## src/rtl/fb_arb_pkg.sv

```systemverilog
// Shared types and defaults for the frame-buffer port arbiter.
//   swap_state_t : double-buffer swap FSM states
//   rgb565_t     : packed RGB565 pixel
//   ADDR_W_DEF / PIX_W_DEF : default per-bank address width and pixel width
package fb_arb_pkg;

  localparam int unsigned ADDR_W_DEF = 19;  // 640x480 = 307200 pixels per bank
  localparam int unsigned PIX_W_DEF  = 16;

  typedef enum logic [1:0] {
    WRITE   = 2'd0,
    WAIT_VB = 2'd1,
    SWAP    = 2'd2
  } swap_state_t;

  typedef struct packed {
    logic [4:0] r;
    logic [5:0] g;
    logic [4:0] b;
  } rgb565_t;

endpackage

```

## src/rtl/fb_port_arbiter_if.sv

```systemverilog
// Bus bundle between the arbiter and its environment (VGA timing, writer, SRAM).
//   slave  : arbiter view (takes requests, drives grants, pixels and SRAM controls)
//   master : environment view (drives requests and SRAM read data)
interface fb_port_arbiter_if
  import fb_arb_pkg::*;
#(
  parameter int unsigned ADDR_W = ADDR_W_DEF,
  parameter int unsigned PIX_W  = PIX_W_DEF
) ();

  // Display side
  logic              disp_req;
  logic [ADDR_W-1:0] disp_addr;
  logic              vblank;
  logic [PIX_W-1:0]  disp_pixel;
  // Writer side
  logic              wr_req;
  logic [ADDR_W-1:0] wr_addr;
  logic [PIX_W-1:0]  wr_data;
  logic              wr_gnt;
  logic              wr_frame_done;
  logic              wr_buf_ready;
  logic              front_buf;
  logic              wr_starve;
  // SRAM side
  logic [ADDR_W:0]   mem_addr;
  logic              mem_we;
  logic [PIX_W-1:0]  mem_wdata;
  logic [PIX_W-1:0]  mem_rdata;

  modport slave (
    input  disp_req, disp_addr, vblank, wr_req, wr_addr, wr_data, wr_frame_done, mem_rdata,
    output disp_pixel, wr_gnt, wr_buf_ready, front_buf, wr_starve, mem_addr, mem_we, mem_wdata
  );

  modport master (
    output disp_req, disp_addr, vblank, wr_req, wr_addr, wr_data, wr_frame_done, mem_rdata,
    input  disp_pixel, wr_gnt, wr_buf_ready, front_buf, wr_starve, mem_addr, mem_we, mem_wdata
  );

endinterface

```

## src/rtl/fb_swap_fsm.sv

```systemverilog
// Double-buffer swap controller.
//   pclk, reset_n        : clock, asynchronous active-low reset
//   i_frame_done         : writer finished filling the back bank (one-cycle pulse)
//   i_vblank             : vertical blanking level from the timing generator
//   o_write_enable_ok    : writes may be granted (state WRITE)
//   o_front_buf          : bank currently displayed
//   o_buf_ready          : one-cycle pulse during the swap cycle
module fb_swap_fsm
  import fb_arb_pkg::*;
(
  input  logic pclk,
  input  logic reset_n,
  input  logic i_frame_done,
  input  logic i_vblank,
  output logic o_write_enable_ok,
  output logic o_front_buf,
  output logic o_buf_ready
);

  swap_state_t r_state, w_state_d;
  logic        r_vblank;
  logic        r_front_buf;
  logic        w_vb_rise;

  assign w_vb_rise = i_vblank & ~r_vblank;

  // State register, vblank history and displayed bank
  always_ff @(posedge pclk or negedge reset_n) begin
    if (!reset_n) begin
      r_state     <= WRITE;
      r_vblank    <= 1'b0;
      r_front_buf <= 1'b0;
    end else begin
      r_state  <= w_state_d;
      r_vblank <= i_vblank;
      if (r_state == SWAP) begin
        r_front_buf <= ~r_front_buf;
      end
    end
  end

  // Next state; a frame_done seen while already in WAIT_VB is deliberately ignored
  always_comb begin
    w_state_d = r_state;
    unique case (r_state)
      WRITE:   if (i_frame_done) w_state_d = WAIT_VB;
      WAIT_VB: if (w_vb_rise)    w_state_d = SWAP;
      SWAP:                      w_state_d = WRITE;
      default:                   w_state_d = WRITE;
    endcase
  end

  // Outputs
  always_comb begin
    o_write_enable_ok = (r_state == WRITE);
    o_buf_ready       = (r_state == SWAP);
    o_front_buf       = r_front_buf;
  end

endmodule

```

## src/rtl/fb_port_arbiter.sv

```systemverilog
// Frame-buffer port arbiter: shares one single-port SRAM between the display
// reader (absolute priority, front bank) and the result writer (back bank),
// with bank swap deferred to the start of vertical blanking.
//   pclk, reset_n : pixel clock, asynchronous active-low reset
//   bus (slave)   : display request/pixel, writer handshake, SRAM controls
// Parameters: ADDR_W per-bank address width, PIX_W pixel width,
//             STARVE_LIMIT denied write cycles before wr_starve sets.
module fb_port_arbiter
  import fb_arb_pkg::*;
#(
  parameter int unsigned ADDR_W       = ADDR_W_DEF,
  parameter int unsigned PIX_W        = PIX_W_DEF,
  parameter int unsigned STARVE_LIMIT = 1024
) (
  input  logic               pclk,
  input  logic               reset_n,
  fb_port_arbiter_if.slave   bus
);

  localparam int unsigned CntW = $clog2(STARVE_LIMIT + 1);
  localparam logic [CntW-1:0] CntMax = CntW'(STARVE_LIMIT);

  logic              w_write_ok;
  logic              w_front_buf;
  logic              w_buf_ready;
  logic              w_gnt;
  logic [ADDR_W:0]   w_mem_addr;
  logic [PIX_W-1:0]  w_mem_wdata;
  logic [CntW-1:0]   w_cnt_d;

  logic [ADDR_W:0]   r_mem_addr;
  logic [PIX_W-1:0]  r_mem_wdata;
  logic              r_rd_pend;
  logic [PIX_W-1:0]  r_disp_pixel;
  logic [CntW-1:0]   r_cnt;
  logic              r_starve;

  fb_swap_fsm u_swap_fsm (
    .pclk              (pclk),
    .reset_n           (reset_n),
    .i_frame_done      (bus.wr_frame_done),
    .i_vblank          (bus.vblank),
    .o_write_enable_ok (w_write_ok),
    .o_front_buf       (w_front_buf),
    .o_buf_ready       (w_buf_ready)
  );

  assign w_gnt = ~bus.disp_req & bus.wr_req & w_write_ok;

  // Same-cycle arbitration; address/data hold their last driven value when idle
  always_comb begin
    w_mem_addr  = r_mem_addr;
    w_mem_wdata = r_mem_wdata;
    if (bus.disp_req) begin
      w_mem_addr = {w_front_buf, bus.disp_addr};
    end else if (w_gnt) begin
      w_mem_addr  = {~w_front_buf, bus.wr_addr};
      w_mem_wdata = bus.wr_data;
    end
  end

  // Starvation counter: counts denied cycles only while writes are allowed
  always_comb begin
    w_cnt_d = r_cnt;
    if (w_gnt) begin
      w_cnt_d = '0;
    end else if (bus.wr_req && w_write_ok && (r_cnt != CntMax)) begin
      w_cnt_d = r_cnt + CntW'(1);
    end
  end

  always_ff @(posedge pclk or negedge reset_n) begin
    if (!reset_n) begin
      r_mem_addr   <= '0;
      r_mem_wdata  <= '0;
      r_rd_pend    <= 1'b0;
      r_disp_pixel <= '0;
      r_cnt        <= '0;
      r_starve     <= 1'b0;
    end else begin
      r_mem_addr  <= w_mem_addr;
      r_mem_wdata <= w_mem_wdata;
      r_rd_pend   <= bus.disp_req;
      // SRAM data for a read issued last cycle is valid now
      if (r_rd_pend) begin
        r_disp_pixel <= bus.mem_rdata;
      end
      r_cnt <= w_cnt_d;
      if (w_cnt_d == CntMax) begin
        r_starve <= 1'b1;
      end
    end
  end

  assign bus.mem_addr     = w_mem_addr;
  assign bus.mem_wdata    = w_mem_wdata;
  assign bus.mem_we       = w_gnt;
  assign bus.wr_gnt       = w_gnt;
  assign bus.disp_pixel   = r_disp_pixel;
  assign bus.front_buf    = w_front_buf;
  assign bus.wr_buf_ready = w_buf_ready;
  assign bus.wr_starve    = r_starve;

endmodule
```

## src/flat_wrapper.sv

```systemverilog
// flat-port wrapper written by rule: the top's interface ports become plain ports
module fb_port_arbiter_flat import fb_arb_pkg::*;
#(
  parameter int unsigned ADDR_W       = ADDR_W_DEF,
  parameter int unsigned PIX_W        = PIX_W_DEF,
  parameter int unsigned STARVE_LIMIT = 1024
)
  (pclk, reset_n, bus_disp_req, bus_disp_addr, bus_vblank, bus_wr_req, bus_wr_addr, bus_wr_data, bus_wr_frame_done, bus_mem_rdata, bus_disp_pixel, bus_wr_gnt, bus_wr_buf_ready, bus_front_buf, bus_wr_starve, bus_mem_addr, bus_mem_we, bus_mem_wdata);
  fb_port_arbiter_if #(.ADDR_W(ADDR_W), .PIX_W(PIX_W)) bus_i ();
  input  logic pclk;
  input  logic reset_n;
  input wire logic [$bits(bus_i.disp_req)-1:0] bus_disp_req;
  input wire logic [$bits(bus_i.disp_addr)-1:0] bus_disp_addr;
  input wire logic [$bits(bus_i.vblank)-1:0] bus_vblank;
  input wire logic [$bits(bus_i.wr_req)-1:0] bus_wr_req;
  input wire logic [$bits(bus_i.wr_addr)-1:0] bus_wr_addr;
  input wire logic [$bits(bus_i.wr_data)-1:0] bus_wr_data;
  input wire logic [$bits(bus_i.wr_frame_done)-1:0] bus_wr_frame_done;
  input wire logic [$bits(bus_i.mem_rdata)-1:0] bus_mem_rdata;
  output wire logic [$bits(bus_i.disp_pixel)-1:0] bus_disp_pixel;
  output wire logic [$bits(bus_i.wr_gnt)-1:0] bus_wr_gnt;
  output wire logic [$bits(bus_i.wr_buf_ready)-1:0] bus_wr_buf_ready;
  output wire logic [$bits(bus_i.front_buf)-1:0] bus_front_buf;
  output wire logic [$bits(bus_i.wr_starve)-1:0] bus_wr_starve;
  output wire logic [$bits(bus_i.mem_addr)-1:0] bus_mem_addr;
  output wire logic [$bits(bus_i.mem_we)-1:0] bus_mem_we;
  output wire logic [$bits(bus_i.mem_wdata)-1:0] bus_mem_wdata;
  assign bus_i.disp_req = bus_disp_req;
  assign bus_i.disp_addr = bus_disp_addr;
  assign bus_i.vblank = bus_vblank;
  assign bus_i.wr_req = bus_wr_req;
  assign bus_i.wr_addr = bus_wr_addr;
  assign bus_i.wr_data = bus_wr_data;
  assign bus_i.wr_frame_done = bus_wr_frame_done;
  assign bus_i.mem_rdata = bus_mem_rdata;
  assign bus_disp_pixel = bus_i.disp_pixel;
  assign bus_wr_gnt = bus_i.wr_gnt;
  assign bus_wr_buf_ready = bus_i.wr_buf_ready;
  assign bus_front_buf = bus_i.front_buf;
  assign bus_wr_starve = bus_i.wr_starve;
  assign bus_mem_addr = bus_i.mem_addr;
  assign bus_mem_we = bus_i.mem_we;
  assign bus_mem_wdata = bus_i.mem_wdata;
  fb_port_arbiter #(.ADDR_W(ADDR_W), .PIX_W(PIX_W), .STARVE_LIMIT(STARVE_LIMIT)) u_core (.pclk(pclk), .reset_n(reset_n), .bus(bus_i));
endmodule
```

## config.mk

```make
export PLATFORM = sky130hd
export DESIGN_NAME = fb_port_arbiter_flat
export DESIGN_NICKNAME = d
export VERILOG_FILES = /design/src/rtl/fb_arb_pkg.sv /design/src/rtl/fb_port_arbiter_if.sv /design/src/rtl/fb_swap_fsm.sv /design/src/rtl/fb_port_arbiter.sv /design/src/flat_wrapper.sv
export SDC_FILE = /design/constraint.sdc
export NUM_CORES = 1
export LEC_CHECK = 0
export CAP_MARGIN = 20
export CORE_ASPECT_RATIO = 2
export CORE_MARGIN = 2
export CORE_UTILIZATION = 39
export CTS_BUF_LIST = sky130_fd_sc_hd__clkbuf_2
export DETAILED_ROUTE_END_ITERATION = 8
export GPL_TIMING_DRIVEN = 0
export PLACE_DENSITY = 0.77
export SETUP_SLACK_MARGIN = 0.5
export SLEW_MARGIN = 40
export SYNTH_ARGS = -nofsm -noshare
export SYNTH_HDL_FRONTEND = slang
export SYNTH_SLANG_ARGS = --single-unit
export TNS_END_PERCENT = 30
```

## constraint.sdc

```tcl
create_clock -name pclk -period 2.05 [get_ports pclk]
set_clock_uncertainty 0.05 [all_clocks]
set_input_delay 0.41 -clock pclk [delete_from_list [all_inputs] [get_ports pclk]]
set_output_delay 0.41 -clock pclk [all_outputs]
set_load 0.01 [all_outputs]
```

### Word level (Yosys, flattened, before mapping)

Cells that the tools add are included.

| cells by class | value |
|---|---|
| add/sub/neg operators | 1 |
| equality and inequality tests | 6 |
| muxes and demuxes | 9 |
| bitwise operators | 6 |
| reductions and logical operators | 4 |

Operators with widths:

| kind | number |
|---|---|
| $mux 20 | 2 |
| $mux 16 | 2 |
| $mux 11 | 2 |
| $add 11x1->11 const B | 1 |
| $eq 11x11->1 const B | 1 |
| $ne 11x11->1 const B | 1 |
| $mux 2 | 2 |
| $ne 2x2->1 const B | 2 |
| $pmux 2 s2 | 1 |
| $and 1x1->1 | 3 |
| $not 1->1 | 3 |
| $eq 2x1->1 const B | 1 |
| $eq 2x2->1 const B | 1 |
| $logic_and 1x1->1 | 2 |
| $logic_not 2->1 | 1 |
| $reduce_and 2->1 | 1 |

| storage, ports and cells | value |
|---|---|
| register bits | 69 |
| input bits | 76 |
| output and inout bits | 57 |
| logic and storage cells | 35 |

### Longest topological paths before layout

| depth | value |
|---|---|
| depth in word-level cells | 6 |
| gate-level depth with buffers | 8 |
| gate-level depth less buffers | 8 |

### Hierarchy

Synthesis repeated with hierarchy kept, for this count alone.

| unflattened totals | value |
|---|---|
| cells, all modules | 255 |
| area, all modules | 3,054.2 um2 |

Modules (own cells, without submodules):

| module | instances | cells each | area each (um2) | seq. area each (um2) |
|---|---|---|---|---|
| fb_port_arbiter | 1 | 244 | 2,907.8 | 1,626.6 |
| fb_swap_fsm | 1 | 11 | 146.4 | 100.1 |

### Worst setup path before layout

No wires, ideal clock.

| timing | value |
|---|---|
| path type | register to output |
| from | register u_core.u_swap_fsm.r_state[0] |
| to | output port bus_mem_wdata[10] |
| data arrival time | 1.738 ns |
| required time | 1.590 ns |
| setup slack | -0.148 ns |
| stages on the path, launching flop included | 6 |
| buffers on the path | 2 |
| cell sequence | dfrtp_1 > or3b_1 > buf_6 > nor2_2 > buf_2 > mux2_2 |

| on the way | value |
|---|---|
| cells in the longest elaborated chain, start to end | 4 |

RTL lines:

| what | line | text |
|---|---|---|
| start, declared | fb_swap_fsm.sv:20 | `swap_state_t r_state, w_state_d;` |
| start signal, assigned | fb_swap_fsm.sv:34 | `r_state <= w_state_d;` |
| $logic_not 2->1 | fb_swap_fsm.sv:55 | `o_write_enable_ok = (r_state == WRITE);` |
| $and 1x1->1 | fb_port_arbiter.sv:48 | `assign w_gnt = ~bus.disp_req & bus.wr_req & w_write_ok;` |
| named net bus_mem_we | flat_wrapper.sv:26 | `output wire logic [$bits(bus_i.mem_we)-1:0] bus_mem_we;` |
| $mux 16 | fb_port_arbiter.sv:56 | `end else if (w_gnt) begin` |
| $mux 16 | fb_port_arbiter.sv:54 | `if (bus.disp_req) begin` |
| end, declared | flat_wrapper.sv:27 | `output wire logic [$bits(bus_i.mem_wdata)-1:0] bus_mem_wdata;` |

The timed path passes the listed nets, and every way through them passes these cells.

### Worst setup path in the final report

| timing | value |
|---|---|
| from | register u_core.u_swap_fsm.r_state[1] |
| to | output port bus_mem_wdata[8] |

| on the way | value |
|---|---|
| cells in the longest elaborated chain, start to end | 4 |

RTL lines:

| what | line |
|---|---|
| $logic_not 2->1 | fb_swap_fsm.sv:55 |
| $and 1x1->1 | fb_port_arbiter.sv:48 |
| $mux 16 | fb_port_arbiter.sv:56 |
| $mux 16 | fb_port_arbiter.sv:54 |

No other way between the ends.

==> metrics <==
most frequent cells in the layout=clkdlybuf4s50_1 (74), dfrtp_1 (69), buf_2 (36); max-cap violation count=0; fill cell count=569; Root Driver=clkbuf_2; Worst setup SP type=register; Post-Synth Simple-Gate Area=0.1116; die height=127.4 um; largest family of logic cells by synthesized area=multiplexers; die area=8373 um^2; Yosys cell types=33; CTS tree=yes; Via Count=2623; status=complete, but fails checks; pwr/cell area=812.3 nW/um^2; switch share=0.3062; worst vdd ir=0.5500 mV; Pins Over Slew Limit=0; Post-Syn Nets=323; ant diodes=0; Slew headroom=0.5337; count of final hold-check violations=0; Ys Warns=0; P&R area growth vs syn=69.21%; vias per cell=4.958; CTS buffer count=9; post-synthesis compound-gate area fraction=0.05813; endpoints failing setup=39; WL/cell=15.47 um; Synth Area per Inst=12.12 um^2; r2r setup slk=-0.15 ns; mux share of post-synthesis cell area=0.1891; TritonRoute pass-1 iters=4; Final period util=1.337; failing checks=setup timing; reg-to-reg endpoint=u_core.bus.wr_starve; global route overflow=0; routability-driven placement congestion ratio=0.7902; Critical Path RT=1.59 ns; Crit. End Element=primary output; leak pwr=2.401 nW; clk sink count=69; Die W=65.71 um; critical path fanouts, max=5; Setup TNS Final=-23.11 ns; initial core utilization=0.3967; Yosys reg bits=69; drt total wl=8183 um; clock buffer depth=2; num rows=45; xor-xnor portion of the synthesized cell area=0.02064; Core Region=7488 um^2; R2R cell count=8; Data arrival, critical path=2.28 ns; initial detailed-routing violation count=50; HP Class=primary input to asynchronous set/reset pin; initial antenna violation count=0; Switching Power=0.001250 W; wire length of the first global-routing pass=12600 um; drt drc=0; antenna viol nets, final=0; clock share of power=0.147; gr usage total=0.1933; pin count of the biggest net entering global routing=37; Ports=133; Post-Synth Adder-Cell Area=0.008425; placed cell areas=4552 um^2; Detailed Place HPWL=5413 um; Post-Synthesis Cell Area=2970 um^2; Layout Utilization=0.6712; Synth Instances=245; Final nets=508; worst skew pair latency=0.48 ns; Pwr Total=0.004083 W; Achievable Freq=364.8 MHz; share of cells above drive strength 1=0.4368; Slew @ Worst Pin=0.6994 ns; commonest non-fill, non-tap cell in the layout=clkdlybuf4s50_1; vias in the first global route=2783; WS Path Type=register to primary output; port bufs=132; Comb pwr share=0.415; H-Tree Level Count=3; hold_ws=0.3313 ns; RSZ-0062 raised after global routing=yes; shortest period the worst path allows=2.742 ns; Worst-path clk slew=0.16 ns; P_int=0.002833 W; register area share after synthesis=0.5813; setup ws final=-0.6916 ns; cell area after layout=5026 um^2; sequential cell fraction of total power=0.438; FF-to-FF Start=u_core.u_swap_fsm.r_state[1]
==> cell families after synthesis <==
kind of cell | Yosys count
DFF | 69
and+or+nand+nor | 67
muxes | 52
AOI/OAI and AO/OA | 30
buffers and inverters | 18
xor gates and xnor gates | 7
adders and majority gates | 2
==> layer usage <==
layer  global-route usage  part of all wire
met2               0.3209              0.51
met3              0.06866             0.087
met1               0.2325              0.40
met5                    0                 0
met4              0.05760            0.0073
==> registers in the layout (all words and copies together) (netlist names) <==
signal,count
u_core.r_mem_addr,20
u_core.bus.disp_pixel,16
u_core.r_mem_wdata,16
u_core.r_cnt,11
u_core.u_swap_fsm.r_state,2
u_core.bus.wr_starve,1
u_core.r_rd_pend,1
u_core.u_swap_fsm.o_front_buf,1
u_core.u_swap_fsm.r_vblank,1
==> worst max-delay path, cell delays in order, from the launching register on <==
cell	delay, ns
dfrtp_1	0.41
or3b_1	0.39
buf_6	0.14
nor2_4	0.17
buf_6	0.14
buf_16	0.11
mux2_4	0.31
buf_6	0.12
==> power groups by stage <==
stage	combinational [W]	sequential, W	clock (W)
floorplan	0.000697	0.00178	0
global placement	0.00140	0.00179	0
detailed placement	0.00143	0.00180	0
CTS	0.00157	0.00177	0.000643
global route	0.00183	0.00182	0.000689
finish	0.00169	0.00179	0.000598
==> worst max-delay path by stage <==
| stage | startpoint | end | slack, ns | cells past startpoint |
|---|---|---|---|---|
| 2_1_floorplan | u_core.u_swap_fsm.r_state[1] | bus_mem_wdata[10] | -0.005 | 5 |
| 3_3_place_gp | reset_n | u_core.bus.disp_pixel[5] | -1.72 | 1 |
| 3_5_place_dp | bus_disp_req | bus_mem_addr[12] | -1.35 | 7 |
| 4_1_cts | u_core.u_swap_fsm.r_state[0] | bus_mem_wdata[6] | -0.77 | 7 |
| 5_1_grt | u_core.u_swap_fsm.r_state[1] | bus_mem_wdata[9] | -0.80 | 7 |
| 6_report | u_core.u_swap_fsm.r_state[1] | bus_mem_wdata[8] | -0.69 | 7 |
==> through the flow <==
| stage | cells | worst slack (ns) |
|---|---|---|
| after detailed placement | 472 | -1.352 |
| final | 529 | -0.6916 |
| after CTS | 518 | -0.7678 |
| after floorplan | 245 | -0.005132 |
| after global placement | 471 | -1.717 |
| after global routing | 529 | -0.8006 |
==> Yosys cell counts (all sizes together) <==
library cell  instances  share of area
a311oi                1         0.0029
a31oi                 1         0.0021
a41o                  1         0.0034
and2b                 1         0.0025
and3b                 1         0.0029
and4                  2         0.0059
buf                   7          0.017
clkbuf                7         0.0088
dfrtp                69           0.58
ha                    2         0.0084
inv                   4         0.0051
mux2                 33           0.13
mux2i                19          0.064
nand2                33          0.042
nand3                 3         0.0051
nand4                 3         0.0063
nor2                 11          0.016
nor2b                 1         0.0021
nor3                  3         0.0051
nor3b                 2         0.0051
nor4                  2         0.0042
nor4b                 3         0.0088
nor4bb                1         0.0034
o21a                  2         0.0051
o21ai                23          0.039
o221ai                2         0.0059
or3b                  1         0.0029
xnor2                 5          0.015
xor2                  2         0.0059
==> layout make-up <==
cell class / count / area, um^2 / share of cell area
buffer: 14 / 136.4 / 0.02713
clock buffer: 13 / 65.06 / 0.01294
clock inverter: 3 / 12.51 / 0.002489
inverter: 4 / 15.01 / 0.002987
multi-input combinational: 158 / 1394 / 0.2773
sequential: 69 / 1727 / 0.3435
tap: 94 / 117.6 / 0.02340
timing repair buffer: 174 / 1559 / 0.3102
==> timing repair <==
item                                   CTS  global route
gates cloned                             1             1
buffers inserted                        28            10
resized for setup                      271            26
hold buffers                             1             0
pin swaps                               16            13
endpoints found under the hold margin   33             0
setup endpoints to repair              114           115
(Power assumes the default switching activity.)
